**src/rtl/clkdiv_controller.sv**
```systemverilog
// Run-time programmable clock divider: produces a divided clock and a period tick,
// switching divisor or stopping only on period boundaries so no runt pulse appears.
module clkdiv_controller #(
  parameter int DIV_WIDTH   = 16,
  parameter int DEFAULT_DIV = 4
) (
  input  logic                 clock_in,
  input  logic                 reset_n,
  input  logic                 enable,
  input  logic [DIV_WIDTH-1:0] div_value,
  input  logic                 div_valid,
  output logic                 div_ready,
  output logic                 clock_out,
  output logic                 tick,
  output logic                 running,
  output logic [DIV_WIDTH-1:0] active_div
);

  typedef enum logic [1:0] {
    ST_STOPPED,
    ST_RUN,
    ST_STOPPING
  } state_e;

  state_e               state_q, state_d;
  logic [DIV_WIDTH-1:0] cnt_q, cnt_d;
  logic [DIV_WIDTH-1:0] active_div_q, active_div_d;
  logic [DIV_WIDTH-1:0] pend_div_q, pend_div_d;
  logic                 pend_valid_q, pend_valid_d;
  logic                 clock_out_q, clock_out_d;
  logic                 tick_q, tick_d;
  logic                 running_q, running_d;

  logic                 active;
  logic                 boundary;
  logic                 xfer;
  logic                 active_next;
  logic [DIV_WIDTH-1:0] div_clamped;

  // Divisors below 2 cannot form a high and a low phase, so they are raised to 2.
  function automatic logic [DIV_WIDTH-1:0] clamp_div(input logic [DIV_WIDTH-1:0] v);
    if (v < DIV_WIDTH'(2)) begin
      return DIV_WIDTH'(2);
    end
    return v;
  endfunction

  assign active      = (state_q != ST_STOPPED);
  assign boundary    = active && (cnt_q == active_div_q - DIV_WIDTH'(1));
  assign xfer        = div_valid && !pend_valid_q;
  assign div_clamped = clamp_div(div_value);

  always_comb begin
    state_d      = state_q;
    active_div_d = active_div_q;
    pend_div_d   = pend_div_q;
    pend_valid_d = pend_valid_q;

    unique case (state_q)
      ST_STOPPED: begin
        if (enable) state_d = ST_RUN;
      end
      ST_RUN: begin
        if (!enable) state_d = boundary ? ST_STOPPED : ST_STOPPING;
      end
      ST_STOPPING: begin
        if (enable)        state_d = ST_RUN;
        else if (boundary) state_d = ST_STOPPED;
      end
      default: state_d = ST_STOPPED;
    endcase

    // A mid-period divisor waits in pend_div; at a boundary the live transfer
    // wins, which is unambiguous since a transfer implies nothing is pending.
    if (!active || boundary) begin
      if (xfer) begin
        active_div_d = div_clamped;
      end else if (pend_valid_q) begin
        active_div_d = pend_div_q;
        pend_valid_d = 1'b0;
      end
    end else if (xfer) begin
      pend_div_d   = div_clamped;
      pend_valid_d = 1'b1;
    end

    active_next = (state_d != ST_STOPPED);

    if (!active_next || !active || boundary) begin
      cnt_d = '0;
    end else begin
      cnt_d = cnt_q + DIV_WIDTH'(1);
    end

    clock_out_d = active_next && (cnt_d < (active_div_d >> 1));
    tick_d      = active_next && (cnt_d == '0);
    running_d   = active_next;
  end

  always_ff @(posedge clock_in) begin
    if (!reset_n) begin
      state_q      <= ST_STOPPED;
      cnt_q        <= '0;
      active_div_q <= DIV_WIDTH'(DEFAULT_DIV);
      pend_valid_q <= 1'b0;
      clock_out_q  <= 1'b0;
      tick_q       <= 1'b0;
      running_q    <= 1'b0;
    end else begin
      state_q      <= state_d;
      cnt_q        <= cnt_d;
      active_div_q <= active_div_d;
      pend_valid_q <= pend_valid_d;
      clock_out_q  <= clock_out_d;
      tick_q       <= tick_d;
      running_q    <= running_d;
    end
  end

  // Pending payload is qualified by pend_valid_q, so it needs no reset.
  always_ff @(posedge clock_in) begin
    pend_div_q <= pend_div_d;
  end

  assign div_ready  = !pend_valid_q;
  assign clock_out  = clock_out_q;
  assign tick       = tick_q;
  assign running    = running_q;
  assign active_div = active_div_q;

endmodule

```
**config.mk**
```make
export PLATFORM = sky130hd
export DESIGN_NAME = clkdiv_controller
export DESIGN_NICKNAME = d
export VERILOG_FILES = /design/src/rtl/clkdiv_controller.sv
export SDC_FILE = /design/constraint.sdc
export NUM_CORES = 1
export LEC_CHECK = 0
export CORE_ASPECT_RATIO = 1.2
export CORE_MARGIN = 2
export CORE_UTILIZATION = 50
export DETAILED_ROUTE_END_ITERATION = 8
export PLACE_DENSITY = 0.72
export SYNTH_ARGS = -nofsm -noshare
export SYNTH_HDL_FRONTEND = slang
export SYNTH_SLANG_ARGS = --single-unit
```
**constraint.sdc**
```tcl
create_clock -name clock_in -period 8.09 [get_ports clock_in]
set_input_delay 1.618 -clock clock_in [delete_from_list [all_inputs] [get_ports clock_in]]
set_output_delay 1.618 -clock clock_in [all_outputs]
set_load 0.02 [all_outputs]
```
==> metrics.md, run 1 <==
| Metric | Value |
|---|---|
| Status | finished, final reports clean |
| Critical Path Max Stage Delay | 0.95 ns |
| Diodes inserted | 0 |
| Largest net degree at the start of global routing | 21 |
| Hold Vio Cnt, Final | 0 |
| Synthesized instance count | 399 |
| Post-CTS setup repair buffer count | 0 |
| Worst path arrival time | 5.39 ns |
| Clock power share | 26.8% |
| Post-DP HPWL | 6720 um |
| Final Cycle Share | 63.7% |
| Comb pwr share | 25.1% |
| Die Width | 80.2 um |
| Peak Freq | 0.194 GHz |
| P_leak | 1.39 nW |
| Sink Count | 54 |
| Core area | 6810 sq um |
| Clk root buf | clkbuf_8 |
| Final setup viols | 0 |
| GP Congestion | 0.889 |
| Clock tree buffer depth | 2 |
| Total track usage | 23.9% |
| Syn Std Cell Area | 3490 sq um |
| Pwr/cell area | 167 nW/um^2 |
| Drt drc | 0 |
| CP cell instances | clkdlybuf4s50_1 > nor2b_1 > a31oi_1 > and2_1 > ha_1 > a21o_1 > a21o_1 > a21oi_1 > or3_1 > o211ai_1 > a31oi_1 > o211ai_1 > o22ai_1 |
| Slew Viols, Final | 0 |
| Relative slew slack | 25.6% |
| EDFF count, synth | 16 |
| Hold WS | 0.519 ns |
| H-Tree Depth | 2 |
| Fillers | 635 |
| Critical Path RT | 8.32 ns |
| Antenna Nets Post-Route | 0 |
| CTS clk-pin slew, worst paths | 0.09 ns |
| Yosys top cell area share | 21.8% |
| CP max FO | 19 |
| Die ar. | 7660 sq um |
| Share of layout cells above drive strength 1 | 4.89% |
| Max cap viols | 0 |
| Sw Share | 30.5% |
| Skew final | 0.00642 ns |
| Asr flop ratio synth | 0% |
| Vias in the first global route | 2863 |
| Rows | 33 |
| Post-synth top flop | dfxtp_1 |
| Port bufs | 39 |
| Cts bufs inserted | 5 |
| Yosys cell types | 57 |
| Die Height | 95.5 um |
| TritonCTS clock tree | done |
| First-pass detailed-route iteration total | 4 |
| Sum of negative setup slack | 0 ns |
| CP endpoint kind | register |
| Most instantiated cells after synthesis | 45 x nor2_1, 38 x dfxtp_1, 29 x clkbuf_1 |
| Min-delay worst type | register to register |
| Unrepaired setup endpoints after global routing | false |
| Least-Margin Pin Slew | 1.11 ns |
| DR vias/cell | 6.03 |
| Seq/Total Area, Yosys | 35.6% |
| Worst-Skew Late Latency | 0.30 ns |
| Setup Crit Path Kind | input port to register |
| Hold path cells | 1 |
| Worst path bufs/invs | 1 |
| Yosys reg bits | 54 |
| Initial DRC count | 208 |
| Cell taking the most area after synthesis | dfxtp_1 |
| Most frequent cell after synthesis | nor2_1 |
| Average size of a mapped cell | 8.74 sq um |
| WP depth | 13 |
| Placed inst area | 3820 sq um |
| Initial antenna violation count | 0 |
| Starting Density | 51.2% |
| Slowest-stage cell, CP | nor2b_1 |
| Grt ovf | 0 |
| Vias | 2989 |
| Detailed Route WL | 8800 um |
| Net Sw Power | 0.200 mW |
| Hold Buf Count CTS | 0 |
| R2R cell count | 17 |
| FF-to-FF setup slack | 3.32 ns |
| Maximum vdd drop | 0.143 mV |
| WL/cell | 17.7 um |
| Ports | 40 |
| Final min period | 5.15 ns |
| Sequential share of power | 48.1% |
| Crit-path leading delay family | compound AO/OA/AOI/OAI gates |
| Post-cts resize count | 0 |
| Pint | 0.456 mW |
| Post-layout util | 57.6% |
| Critical Path Source Type | input port |
| Finished Cell Area | 3920 sq um |
| First-pass GRT wire length | 14100 um |
| Syn_nets | 436 |
| Synth top area cells | dfxtp_1 22%, edfxtp_1 14%, ha_1 6.1%, nor2_1 4.8%, xor2_1 4.5% |
| Layout Nets | 446 |
| Yosys warnings | 0 |
| Syn-to-layout area delta | 12.5% |
[state kept, by name, summed over array words and instances, names as in the netlist]
signal / cells
active_div: 16
clock_out: 1
cnt_q: 16
pend_div_q: 16
pend_valid_q: 1
running: 1
state_q: 2
tick: 1
[final timing paths]
kind	start	to
worst max-delay path	div_valid	clock_out
worst min-delay path	cnt_q[0]	cnt_q[0]
worst max register to register	active_div[3]	clock_out
worst min register to register	cnt_q[0]	cnt_q[0]
[cell families (layout without fill, tap and decap cells)]
logic type	after synthesis	in the layout	share of synthesized area, %
AOI/OAI and AO/OA	91	91	17.8
buffers and inverters	47	57	5.96
adders and majority gates	17	17	6.10
DFF	54	54	35.6
xor gates and xnor gates	34	34	8.54
and+or+nand+nor	154	154	25.4
muxes	2	2	0.574
[power by group through the flow]
stage	clock, mW	combinational (mW)	sequential (mW)
floorplan	0	0.111	0.321
global placement	0	0.161	0.321
detailed placement	0	0.164	0.322
CTS	0.178	0.165	0.315
global route	0.188	0.182	0.318
finish	0.176	0.165	0.316
[cell type report]
type	instances	area (sq um)	area share (%)
clock buffers	5	68.8	1.75
clock inverters	2	33.8	0.862
inverters	11	41.3	1.05
multi-input cells	298	2040	51.9
flip-flops and latches	54	1240	31.7
well taps	87	109	2.78
repair buffers	39	390	9.96
[through the flow]
stage / power (mW) / cells / worst slack (ns)
floorplan: 0.432 / 399 / 3.94
global placement: 0.482 / 489 / 2.91
detailed placement: 0.486 / 489 / 2.67
CTS: 0.658 / 496 / 2.99
global route: 0.688 / 496 / 2.72
finish: 0.657 / 496 / 2.94
[worst register-to-register path, stage by stage (launching register included)]
cell and delay [ns]:
dfxtp_1 0.45, or4_4 0.64, nor3_1 0.35, a32oi_1 0.17, nor4b_4 0.35, nand4_4 0.21, a21oi_2 0.61, a22oi_1 0.18
and2_1 0.21, ha_1 0.29, a21o_1 0.16, a21o_1 0.16, a21oi_1 0.16, or3_1 0.12, o211ai_1 0.08, a31oi_1 0.23
o211ai_1 0.14, o22ai_1 0.17
[placed cells by master (no fill, tap or decap), types with 2 or more instances in the layout]
master           count
a311oi_1             2
dfxtp_1             38
mux2i_1              2
nand4_1              5
nand2b_1            10
nor3_1               8
edfxtp_1            16
or2_2                4
a221oi_1             2
nor4b_4              2
nor4_1              11
nor2b_1              3
and2_1              15
o21a_1               2
o21ai_0              6
or3_1                3
a31oi_1             18
o211ai_1             3
ha_1                17
a21oi_2              2
o22ai_1              2
clkinv_1             2
a21o_1               5
inv_1                9
or4_1                2
a22oi_1             14
nor2_1              45
nor3b_1             16
a21boi_0             2
nand3_1             15
clkbuf_8             5
nand2_1              9
xnor2_1             16
o31ai_1              2
xor2_1              18
clkdlybuf4s50_1     39
a21oi_1             19
a41oi_1              2
o2111ai_1            2
[per-layer routing]
layer / wire length, um / vias to the layer above / GRT usage, %
li1: - / 1462 / -
met1: 3780 / 1414 / 31.5
met2: 4220 / 93 / 39.7
met3: 516 / 20 / 1.99
met4: 286 / 0 / 11.2
met5: 0 / - / 0
Power figures use the tool's default switching activity.
==> run 2, diff against run 1 <==
- PLACE_DENSITY: 0.72 -> 0.75
- clock period: 8.09 -> 4.4 ns (I/O delays scaled with it)
==> run 2 against run 1 <==
  * Clock power grew 87%
  * Final area grew 4.4%
  * First-iteration DRC count grew 5.8%
  * Global-route usage grew 0.14 points
  * Sequential power grew 78%
  * Wire length grew 4.1%
  * Via count grew 3.6%
  * Hold slack gained 0.0032 ns
  * Die area is the same
  * Final cell count grew 4.2%
  * Largest power group unchanged
  * Highest routed layer unchanged
==> metrics.md, run 2 (synthesis gave the netlist of run 1 again) <==
| Metric | Value |
|---|---|
| Grt ovf | 0 (unchanged) |
| CP endpoint kind | register (unchanged) |
| TritonCTS clock tree | done (unchanged) |
| Slew Viols, Final | 0 (unchanged) |
| Sequential share of power | 45.1% (was 48.1%) |
| Final Cycle Share | 93.6% |
| Gr busiest metal | met2 (unchanged) |
| First-pass GRT wire length | 14300 um (was 14100 um) |
| Relative slew slack | 48.6% (was 25.6%) |
| Worst path arrival time | 4.35 ns (was 5.39 ns) |
| Vias | 3098 (was 2989) |
| Sw Share | 30.4% (was 30.5%) |
| Ports | 40 (unchanged) |
| Rows | 33 (unchanged) |
| Die Height | 95.5 um (unchanged) |
| Clock tree buffer depth | 2 (unchanged) |
| Initial antenna violation count | 0 (unchanged) |
| Drt drc | 0 (unchanged) |
| Core area | 6810 sq um (unchanged) |
| Layout Nets | 466 (was 446) |
| DR vias/cell | 5.99 (was 6.03) |
| Pint | 0.866 mW (was 0.456 mW) |
| Antenna Nets Post-Route | 0 (unchanged) |
| Grt met1 use | 30.0% (was 31.5%) |
| Syn-to-layout area delta | 17.4% (was 12.5%) |
| Setup crit end | clock_out (unchanged) |
| Commonest cells after routing, fill and taps aside | 45 x nor2_1, 39 x clkdlybuf4s50_1, 37 x dfxtp_1 (was 45 x nor2_1, 39 x clkdlybuf4s50_1, 38 x dfxtp_1) |
| M3 GR Usage | 3.50% (was 1.99%) |
| Least-Margin Pin Slew | 0.769 ns (was 1.11 ns) |
| Critical Path Source Type | register (was input port) |
| Diodes inserted | 0 (unchanged) |
| Worst-Skew Late Latency | 0.30 ns (about the same) |
| Most common cell after layout, fill and taps aside | nor2_1 (unchanged) |
| Port bufs | 39 (unchanged) |
| Clk root buf | clkbuf_8 (unchanged) |
| Crit path from | active_div[3] (was div_valid) |
| Skew final | 0.00627 ns (was 0.00642 ns) |
| Share of layout cells above drive strength 1 | 10.0% (was 4.89%) |
| R2R cell count | 18 (was 17) |
| Final min period | 4.12 ns |
| Sum of negative setup slack | 0 ns (unchanged) |
| Peak Freq | 0.243 GHz |
| Sink Count | 54 (unchanged) |
| Post-DP HPWL | 7080 um (was 6720 um) |
| Final setup viols | 0 (unchanged) |
| Min-delay worst type | register to register (unchanged) |
| Die Width | 80.2 um (unchanged) |
| CP max FO | 9 (was 19) |
| Starting Density | 51.2% (unchanged) |
| Status | finished, final reports clean (unchanged) |
| Pwr/cell area | 304 nW/um^2 (was 167 nW/um^2) |
| Reg2reg end | clock_out (unchanged) |
| H-Tree Depth | 2 (unchanged) |
| Vias in the first global route | 2975 (was 2863) |
| WL/cell | 17.7 um (about the same) |
| Comb pwr share | 28.4% (was 25.1%) |
| GP Congestion | 0.895 (was 0.889) |
| Cts bufs inserted | 5 (unchanged) |
| Largest net degree at the start of global routing | 19 (was 21) |
| Setup Crit Path Kind | register to register (was input port to register) |
| First-pass detailed-route iteration total | 5 (was 4) |
| GRT met2 Usage | 41.7% (was 39.7%) |
| Fillers | 614 (was 635) |
| Maximum vdd drop | 0.195 mV (was 0.143 mV) |
| Total track usage | 24.1% (was 23.9%) |
| Detailed Route WL | 9150 um (was 8800 um) |
| Power Total | 1.24 mW (was 0.657 mW) |
| FF-to-FF setup slack | 0.28 ns (was 3.32 ns) |
| Initial DRC count | 220 (was 208) |
| Beginning of the worst register-to-register path | active_div[3] (unchanged) |
| Hold Vio Cnt, Final | 0 (unchanged) |
| Unrepaired setup endpoints after global routing | false (unchanged) |
| P_leak | 1.49 nW (was 1.39 nW) |
| Clock power share | 26.5% (was 26.8%) |
| Net Sw Power | 0.379 mW (was 0.200 mW) |
| CTS clk-pin slew, worst paths | 0.10 ns (was 0.09 ns) |
| Max cap viols | 0 (unchanged) |
| Critical Path RT | 4.63 ns (was 8.32 ns) |
| Die ar. | 7660 sq um (unchanged) |
-- run 2: cell count changes in the layout (fill, tap and decap cells not counted), sizes merged --
cell / change
a21oi: +1
clkinv: -1
buf: +19
clkbuf: +2
-- run 2: final cells by class --
cell class	instances	area [sq um]	share of cell area, %
Multi-Input combinational cell	299	2060	50.4
Timing Repair Buffer	58	533	13.0
Clock buffer	7	76.3	1.86
Clock inverter	1	30.0	0.733
Tap cell	87	109	2.66
Sequential cell	54	1240	30.3
Inverter	11	41.3	1.01
-- run 2: per-layer routing --
| layer | part of all wire [%] | vias to the layer above |
|---|---|---|
| met2 | 50 | 88 |
| met5 | 0 | - |
| li1 | - | 1508 |
| met3 | 4.5 | 16 |
| met4 | 2.3 | 0 |
| met1 | 43 | 1486 |
-- run 2: how the worst min path moves through the flow --
stage	start	to	cells past startpoint
4_1_cts	cnt_q[0]	cnt_q[0]	1
6_report	cnt_q[0]	cnt_q[0]	1
5_1_grt	cnt_q[0]	cnt_q[0]	1
3_5_place_dp	cnt_q[0]	cnt_q[0]	1
2_1_floorplan	cnt_q[0]	cnt_q[0]	1
3_3_place_gp	cnt_q[0]	cnt_q[0]	1
-- run 2: what timing repair did --
action	4_1_cts	5_1_grt
buffers inserted	0	3
hold buffers	0	0
endpoints found under the setup margin	0	1
gates resized for setup	0	4
-- run 2: power groups by stage --
stage / logic (mW) / registers [mW] / clock network, mW
after floorplan: 0.204 / 0.590 / 0
after global placement: 0.337 / 0.571 / 0
after detailed placement: 0.342 / 0.572 / 0
after CTS: 0.344 / 0.560 / 0.335
after global routing: 0.381 / 0.565 / 0.350
final: 0.354 / 0.562 / 0.329
-- run 2: worst max-delay path, stage by stage (launching register included) --
cell	delay, ns
dfxtp_1	0.32
or4_4	0.59
nor4b_4	0.30
xnor2_1	0.13
nor4b_4	0.35
nand4_4	0.23
nand2_4	0.13
buf_4	0.18
a31oi_1	0.11
and2_1	0.18
ha_1	0.29
a21o_1	0.16
a21o_1	0.17
a21oi_1	0.15
or3_1	0.13
o211ai_1	0.09
a31oi_1	0.22
o211ai_1	0.12
o22ai_1	0.17
-- run 2: per-stage QoR --
step	cell area, sq um	setup slack [ns]	instances	util (%)	hold slack, ns
floorplan	3490	0.347	399	-	0.452
finish	4090	0.280	517	60.1	0.522
global placement	3940	0.155	505	57.8	0.488
detailed placement	3940	0.0745	505	57.8	0.490
global route	4090	0.0843	517	60.1	0.566
CTS	4050	0.0393	513	59.4	0.517
==> run 3, diff against run 2 <==
==> constraint.sdc (replaced) <==
create_clock -name clock_in -period 4.4 [get_ports clock_in]
set_input_delay 0.88 -clock clock_in [delete_from_list [all_inputs] [get_ports clock_in]]
set_output_delay 0.88 -clock clock_in [all_outputs]
set_load 0.005 [all_outputs]
==> results of run 3 <==
The final DEF is identical to that of run 2. Status: finished, final reports clean.
Among the figures that moved: total power 1.24 mW -> 1.22 mW; worst IR drop on VDD 0.195 mV -> 0.192 mV
